==> config.mk <==
export PLATFORM = sky130hd
export DESIGN_NAME = servo_pwm_driver_flat
export DESIGN_NICKNAME = d
export VERILOG_FILES = /design/src/rtl/servo_pwm_driver_if.sv /design/src/rtl/servo_pwm_driver.sv /design/src/flat_wrapper.sv
export SDC_FILE = /design/constraint.sdc
export NUM_CORES = 1
export LEC_CHECK = 0
export CAP_MARGIN = 20
export CORE_MARGIN = 3
export CORE_UTILIZATION = 63
export DETAILED_ROUTE_END_ITERATION = 16
export GPL_ROUTABILITY_DRIVEN = 0
export PLACE_DENSITY = 0.83
export SLEW_MARGIN = 20
export SYNTH_ARGS = -nofsm -noshare
export SYNTH_HDL_FRONTEND = slang
export SYNTH_SLANG_ARGS = --single-unit
==> constraint.sdc <==
create_clock -name clk -period 10.6 [get_ports clk]
set_clock_uncertainty 0.15 [all_clocks]
set_input_delay 2.12 -clock clk [delete_from_list [all_inputs] [get_ports clk]]
set_output_delay 2.12 -clock clk [all_outputs]
set_load 0.05 [all_outputs]
==> src/rtl/servo_pwm_driver_if.sv <==
`default_nettype none
// ============================================================================
//  Module      : servo_pwm_driver_if
//  Description : Bundle between the angle output unit and the servo PWM
//                driver: four target angles and an enable in, four PWM pins,
//                the slewed positions and frame status out.
//  Revision    : 1.0 - initial release
// ============================================================================
interface servo_pwm_driver_if;
  logic [7:0] angle1;
  logic [7:0] angle2;
  logic [7:0] angle3;
  logic [7:0] angle4;
  logic       en;
  logic [3:0] pwm;
  logic [7:0] cur_angle1;
  logic [7:0] cur_angle2;
  logic [7:0] cur_angle3;
  logic [7:0] cur_angle4;
  logic       frame_start;
  logic       settled;

  // Upstream side: supplies targets and enable, observes the servo outputs.
  modport master (
    output angle1, angle2, angle3, angle4, en,
    input  pwm, cur_angle1, cur_angle2, cur_angle3, cur_angle4,
    input  frame_start, settled
  );

  // Driver side.
  modport slave (
    input  angle1, angle2, angle3, angle4, en,
    output pwm, cur_angle1, cur_angle2, cur_angle3, cur_angle4,
    output frame_start, settled
  );
endinterface
`default_nettype wire

==> src/rtl/servo_pwm_driver.sv <==
`default_nettype none
// ============================================================================
//  Module      : servo_pwm_driver
//  Description : Four-channel hobby-servo PWM generator. Once per frame each
//                channel's position slews toward its clamped target by at most
//                SLEW_STEP degrees; the pulse width is MIN_CYC + cur*DEG_CYC.
//  Revision    : 1.0 - initial release
// ============================================================================
module servo_pwm_driver #(
  parameter int FRAME_CYC  = 1_000_000,
  parameter int MIN_CYC    = 50_000,
  parameter int DEG_CYC    = 278,
  parameter int SLEW_STEP  = 2,
  parameter int INIT_ANGLE = 90
) (
  input  wire logic          clk,
  input  wire logic          rst_n,
  servo_pwm_driver_if.slave  bus
);

  // Counter width covers 0..FRAME_CYC-1; pulse width must also hold FRAME_CYC
  // itself so a full-frame pulse is representable.
  localparam int CW = (FRAME_CYC > 1) ? $clog2(FRAME_CYC) : 1;
  localparam int WW = $clog2(FRAME_CYC + 1);

  localparam logic [CW-1:0] c_last  = CW'(FRAME_CYC - 1);
  localparam logic [WW-1:0] c_min   = WW'(MIN_CYC);
  localparam logic [WW-1:0] c_deg   = WW'(DEG_CYC);
  localparam logic [8:0]    c_step  = 9'(SLEW_STEP);
  localparam logic [7:0]    c_step8 = 8'(SLEW_STEP);
  localparam logic [7:0]    c_max   = 8'd180;
  localparam logic [7:0]    c_init  = 8'(INIT_ANGLE);

  logic [CW-1:0]         r_cnt;
  logic [CW-1:0]         w_cnt_next;
  logic                  w_boundary;
  logic                  r_active;
  logic                  w_active_next;
  logic [3:0][7:0]       w_raw;
  logic [3:0][7:0]       w_tgt;
  logic [3:0][8:0]       w_diff;
  logic [3:0][8:0]       w_mag;
  logic [3:0][7:0]       w_slew;
  logic [3:0][7:0]       w_cur_next;
  logic [3:0][7:0]       r_cur;
  logic [3:0][WW-1:0]    w_width;
  logic [3:0]            w_match;
  logic [3:0]            w_pwm_next;
  logic [3:0]            r_pwm;
  logic                  r_fs;
  logic                  r_settled;

  assign w_raw = {bus.angle4, bus.angle3, bus.angle2, bus.angle1};

  // The counter parks on its last value in reset, so the first edge after
  // release is a frame boundary.
  assign w_boundary    = (r_cnt == c_last);
  assign w_cnt_next    = w_boundary ? '0 : r_cnt + 1'b1;
  assign w_active_next = w_boundary ? bus.en : r_active;

  // Per-channel clamp, slew and next-cycle pulse level, all evaluated against
  // the counter/position values the next edge will load.
  always_comb begin
    w_tgt      = '0;
    w_diff     = '0;
    w_mag      = '0;
    w_slew     = '0;
    w_cur_next = r_cur;
    w_width    = '0;
    w_match    = '0;
    w_pwm_next = '0;
    for (int i = 0; i < 4; i++) begin
      w_tgt[i]  = (w_raw[i] > c_max) ? c_max : w_raw[i];
      // 9-bit difference; bit 8 is the sign since both operands are 0..180.
      w_diff[i] = {1'b0, w_tgt[i]} - {1'b0, r_cur[i]};
      w_mag[i]  = w_diff[i][8] ? (9'd0 - w_diff[i]) : w_diff[i];
      if ((c_step == 9'd0) || (w_mag[i] <= c_step)) begin
        w_slew[i] = w_tgt[i];
      end else if (w_diff[i][8]) begin
        w_slew[i] = r_cur[i] - c_step8;
      end else begin
        w_slew[i] = r_cur[i] + c_step8;
      end
      if (w_boundary && bus.en) begin
        w_cur_next[i] = w_slew[i];
      end
      w_match[i]    = (w_cur_next[i] == w_tgt[i]);
      w_width[i]    = c_min + WW'(w_cur_next[i]) * c_deg;
      w_pwm_next[i] = w_active_next && (WW'(w_cnt_next) < w_width[i]);
    end
  end

  // Frame counter, frame enable latch and slewed positions.
  always_ff @(posedge clk or negedge rst_n) begin
    if (!rst_n) begin
      r_cnt    <= c_last;
      r_active <= 1'b0;
      r_cur    <= {4{c_init}};
    end else begin
      r_cnt    <= w_cnt_next;
      r_active <= w_active_next;
      r_cur    <= w_cur_next;
    end
  end

  // Registered pins and status flags; reset clears pwm asynchronously.
  always_ff @(posedge clk or negedge rst_n) begin
    if (!rst_n) begin
      r_pwm     <= '0;
      r_fs      <= 1'b0;
      r_settled <= 1'b0;
    end else begin
      r_pwm <= w_pwm_next;
      r_fs  <= w_boundary && bus.en;
      if (w_boundary) begin
        r_settled <= &w_match;
      end
    end
  end

  assign bus.pwm         = r_pwm;
  assign bus.cur_angle1  = r_cur[0];
  assign bus.cur_angle2  = r_cur[1];
  assign bus.cur_angle3  = r_cur[2];
  assign bus.cur_angle4  = r_cur[3];
  assign bus.frame_start = r_fs;
  assign bus.settled     = r_settled;

endmodule
`default_nettype wire
==> src/flat_wrapper.sv <==
// flat-port wrapper written by rule: the top's interface ports become plain ports
module servo_pwm_driver_flat 
#(
  parameter int FRAME_CYC  = 1_000_000,
  parameter int MIN_CYC    = 50_000,
  parameter int DEG_CYC    = 278,
  parameter int SLEW_STEP  = 2,
  parameter int INIT_ANGLE = 90
)
  (clk, rst_n, bus_angle1, bus_angle2, bus_angle3, bus_angle4, bus_en, bus_pwm, bus_cur_angle1, bus_cur_angle2, bus_cur_angle3, bus_cur_angle4, bus_frame_start, bus_settled);
  servo_pwm_driver_if bus_i ();
  input  wire logic clk;
  input  wire logic rst_n;
  input wire logic [$bits(bus_i.angle1)-1:0] bus_angle1;
  input wire logic [$bits(bus_i.angle2)-1:0] bus_angle2;
  input wire logic [$bits(bus_i.angle3)-1:0] bus_angle3;
  input wire logic [$bits(bus_i.angle4)-1:0] bus_angle4;
  input wire logic [$bits(bus_i.en)-1:0] bus_en;
  output wire logic [$bits(bus_i.pwm)-1:0] bus_pwm;
  output wire logic [$bits(bus_i.cur_angle1)-1:0] bus_cur_angle1;
  output wire logic [$bits(bus_i.cur_angle2)-1:0] bus_cur_angle2;
  output wire logic [$bits(bus_i.cur_angle3)-1:0] bus_cur_angle3;
  output wire logic [$bits(bus_i.cur_angle4)-1:0] bus_cur_angle4;
  output wire logic [$bits(bus_i.frame_start)-1:0] bus_frame_start;
  output wire logic [$bits(bus_i.settled)-1:0] bus_settled;
  assign bus_i.angle1 = bus_angle1;
  assign bus_i.angle2 = bus_angle2;
  assign bus_i.angle3 = bus_angle3;
  assign bus_i.angle4 = bus_angle4;
  assign bus_i.en = bus_en;
  assign bus_pwm = bus_i.pwm;
  assign bus_cur_angle1 = bus_i.cur_angle1;
  assign bus_cur_angle2 = bus_i.cur_angle2;
  assign bus_cur_angle3 = bus_i.cur_angle3;
  assign bus_cur_angle4 = bus_i.cur_angle4;
  assign bus_frame_start = bus_i.frame_start;
  assign bus_settled = bus_i.settled;
  servo_pwm_driver #(.FRAME_CYC(FRAME_CYC), .MIN_CYC(MIN_CYC), .DEG_CYC(DEG_CYC), .SLEW_STEP(SLEW_STEP), .INIT_ANGLE(INIT_ANGLE)) u_core (.clk(clk), .rst_n(rst_n), .bus(bus_i));
endmodule
==> flow_metrics.env, run 1 <==
export IMPL_outcome="stopped before the end"
export IMPL_stop_stage="5_1_grt"
export IMPL_first_error="[ERROR GRT-0232] Routing congestion too high. Check the congestion heatmap in the GUI."
export IMPL_clock_path_buffers=2
export IMPL_hpwl_um=35100
export IMPL_synth_cells=1697
export IMPL_yosysUniqueCellTypes=96
export IMPL_die_width_um=153
export IMPL_h_tree_depth=3
export IMPL_placementRows=52
export IMPL_yosysTopAreaCellShare_pct=23.7
export IMPL_fp_dieH_um=153
export IMPL_synth_most_common_cell="ha_1"
export IMPL_syn_area_sq_um=13500
export IMPL_yosysWarningCount=0
export IMPL_grt_max_degree=73
export IMPL_ios=73
export IMPL_start_util_pct=65.4
export IMPL_hold_buffers=0
export IMPL_antenna_found_initial=9
export IMPL_synth_edf_count=0
export IMPL_avgSynthCellArea_sq_um=7.98
export IMPL_seq_area_frac_synth_pct=11.2
export IMPL_numCtsBuffers=9
export IMPL_synth_area_leaders="ha_1 (24%), xnor2_1 (7.8%), inv_1 (6.1%), dfrtp_1 (5.7%), dfstp_2 (5.4%)"
export IMPL_cts_root_buf="clkbuf_16"
export IMPL_grt_total_usage_pct=79.2
export IMPL_place_area_sq_um=16900
export IMPL_synth_async_reset_ratio_pct=100
export IMPL_synth_seq_cells=59
export IMPL_dp_cells=2329
export IMPL_yosys_top_cells_count="ha_1 (256), inv_1 (220), xnor2_1 (121), a21oi_1 (114), nand2_1 (96)"
export IMPL_syn_num_nets=2023
export IMPL_ys_flop_type="dfrtp_1"
export IMPL_netlist_top_cell_by_area="ha_1"
export IMPL_grt_overflow=70
export IMPL_endpoint_type="sequential cell input"
export IMPL_io_buffers=72
export IMPL_worst_endpoint="u_core.bus.pwm[1]$_DFF_PN0_/D"
export IMPL_clkSinkCount=59
==> stage by stage <==
stage                     worst slack (ns)  utilization (%)
after CTS                          -0.0100             84.5
after detailed placement            -0.830             81.8
after global placement              -0.496             81.8
after floorplan                     0.0762                -
==> kinds of logic after synthesis <==
| family | count (synthesis) | share of synthesized area, % |
|---|---|---|
| simple gates | 432 | 16.8 |
| flops | 59 | 11.2 |
| xor+xnor | 180 | 11.9 |
| mux | 21 | 1.65 |
| buf+inv | 262 | 7.32 |
| fa+ha+maj | 296 | 29.2 |
| compound gates | 447 | 22.0 |
==> routing by layer <==
metal	GRT usage, %	GRT overflow
met4	80.5	35
met1	78.3	1
met5	38.3	0
met2	92.2	32
met3	67.9	2
==> timing repair <==
action,in CTS
resized for setup,70
buffers inserted,8
pin swaps,10
setup endpoints to repair,4
==> run 2: changes to the inputs <==
- CORE_UTILIZATION: 63 -> 40
- PLACE_DENSITY: 0.83 -> unset
- PLACE_DENSITY_LB_ADDON: unset -> 0.15
==> flow_metrics.env, run 2 <==
export IMPL_drt_wl_total_um=42300
export IMPL_final_nets=2484
export IMPL_largest_register_ffs=20
export IMPL_final_max_slew_viol_count=0
export IMPL_fp_dieH_um=190
export IMPL_critPathTopFamily="simple AND/OR/NAND/NOR gates"
export IMPL_cts_reportedPaths_clkPinSlew_ns=0.07
export IMPL_yosysWarningCount=0
export IMPL_cp_num_buf_inv=6
export IMPL_drc=0
export IMPL_fin_crit_ns=10.36
export IMPL_drt_pass1_iterations=5
export IMPL_slowest_stage="or4b_2"
export IMPL_yosys_top_cells_count="ha_1 (256), inv_1 (220), xnor2_1 (121), a21oi_1 (114), nand2_1 (96)"
export IMPL_finalHoldViolCount=0
export IMPL_numCtsBuffers=9
export IMPL_dieArea_sq_um=36100
export IMPL_die_width_um=190
export IMPL_finalCritPeriodShare_pct=97.7
export IMPL_path_class="in -> reg"
export IMPL_place_area_sq_um=17600
export IMPL_areaGrowthSynthToFinish_pct=40.9
export IMPL_grt_pass1_vias=13500
export IMPL_syn_num_nets=2023
export IMPL_cp_required_ns=10.74
export IMPL_powerDensity_nw_per_um2=49.1
export IMPL_clkSinkCount=59
export IMPL_ios=73
export IMPL_grt_overflow=0
export IMPL_grt_max_degree=60
export IMPL_placementRows=66
export IMPL_critPathMaxFanout=6
export IMPL_yosysUniqueCellTypes=96
export IMPL_cpPeakStageDelay_ns=0.63
export IMPL_netlist_top_cell_by_area="ha_1"
export IMPL_num_antenna_cells=0
export IMPL_hold_buffers=0
export IMPL_fin_util_pct=57.9
export IMPL_slew_headroom_pct=43.1
export IMPL_final_cell_mix="buf_4 (407), ha_1 (242), inv_1 (217)"
export IMPL_clock_latency_ns=0.35
export IMPL_h_tree_depth=3
export IMPL_io_buffers=72
export IMPL_yosysTopAreaCellShare_pct=23.7
export IMPL_cts_root_buf="clkbuf_16"
export IMPL_cts_tree="built"
export IMPL_vias_per_cell=5.32
export IMPL_synth_seq_cells=59
export IMPL_dp_cells=2561
export IMPL_setup_ws_ns=0.245
export IMPL_synth_async_reset_ratio_pct=100
export IMPL_arrival_ns=10.50
export IMPL_drt_iter0_markers=744
export IMPL_core_area_sq_um=32900
export IMPL_clock_path_buffers=2
export IMPL_top_register="u_core.r_cnt"
export IMPL_ant_nets=0
export IMPL_setup_tns_ns=0
export IMPL_final_common_cell="buf_4"
export IMPL_finalNonFillerCells=2605
export IMPL_tightestPinTransition_ns=0.854
export IMPL_synth_most_common_cell="ha_1"
export IMPL_vias=13900
export IMPL_cp_start_kind="input pin"
export IMPL_holdWs_ns=0.393
export IMPL_fin_area_sq_um=19100
export IMPL_avgRoutedWirePerCell_um=16.2
export IMPL_hpwl_um=33900
export IMPL_grt_total_usage_pct=22.5
export IMPL_ir_worst_vdd_mv=0.0612
export IMPL_syn_area_sq_um=13500
export IMPL_hold_path_class="reg -> reg"
export IMPL_synth_area_leaders="ha_1 (24%), xnor2_1 (7.8%), inv_1 (6.1%), dfrtp_1 (5.7%), dfstp_2 (5.4%)"
export IMPL_place_ws_ns=-1.04
export IMPL_max_freq_mhz=96.6
export IMPL_setup_viol=0
export IMPL_seq_area_frac_synth_pct=11.2
export IMPL_antenna_found_initial=1
export IMPL_endpoint_kind="register"
export IMPL_synth_edf_count=0
export IMPL_p_leak_nw=9.38
export IMPL_grt_pass1_wl_um=66400
export IMPL_avgSynthCellArea_sq_um=7.98
export IMPL_drive_above_1_share_pct=30.9
export IMPL_power_mw=0.936
export IMPL_cap_violations=0
export IMPL_synth_cells=1697
export IMPL_start_util_pct=41.1
export IMPL_ys_flop_type="dfrtp_1"
export IMPL_outcome="complete, no violations"
## run 2: cell counts after synthesis
No cell type changed its count.
## run 2: kinds of logic after synthesis
logic type | after synthesis | synth area share [%]
compound gates | 447 | 22.0
xor+xnor | 180 | 11.9
fa+ha+maj | 296 | 29.2
buf+inv | 262 | 7.32
flops | 59 | 11.2
mux | 21 | 1.65
simple gates | 432 | 16.8
## run 2: worst paths after layout
kind	start	to	slack, ns	cells after the start
worst max register to register	u_core.bus.cur_angle3[1]	u_core.bus.pwm[2]	1.98	37
worst max-delay path	bus_angle3[6]	u_core.bus.pwm[2]	0.24	38
max in group asynchronous	rst_n	u_core.bus.cur_angle4[7]	7.91	2
worst min register to register	u_core.r_cnt[19]	u_core.r_cnt[19]	0.39	2
worst min-delay path	u_core.r_cnt[19]	u_core.r_cnt[19]	0.39	2
min in group asynchronous	rst_n	u_core.bus.cur_angle2[0]	1.82	2
## run 2: per-layer routing
layer  global-route usage [%]  up-vias  part of all wire [%]
met5                        0        -                 0.031
met4                     5.80        2                   1.9
met3                     2.71       51                   4.1
met2                     38.0      286                    47
met1                     30.5     6562                    47
li1                         -     6967                     -
## run 2: layout make-up
cell class	instances	area, sq um
well taps	442	553
multi-input cells	1376	12000
repair buffers	486	3860
clock inverters	4	75.1
flip-flops and latches	59	1510
fillers	2952	13900
inverters	226	851
clock buffers	12	246
## run 2: what timing repair did
item	in CTS	in global routing
gates resized for setup	44	201
setup endpoints to repair	3	4
endpoints found under the hold margin	0	0
buffers inserted	1	27
pin swaps	10	89
## run 2: power by group
group	switching, mW	internal (mW)	total (mW)
combinational	0.186	0.189	0.375
sequential	0	0.226	0.226
clock	0.122	0.213	0.335
## run 2: tightest hold or removal path: cells and delay by family (launching register included)
family,cells,cell delay (ns)
DFF,1,0.38
AOI/OAI and AO/OA,2,0.15
(Power assumes the default switching activity.)
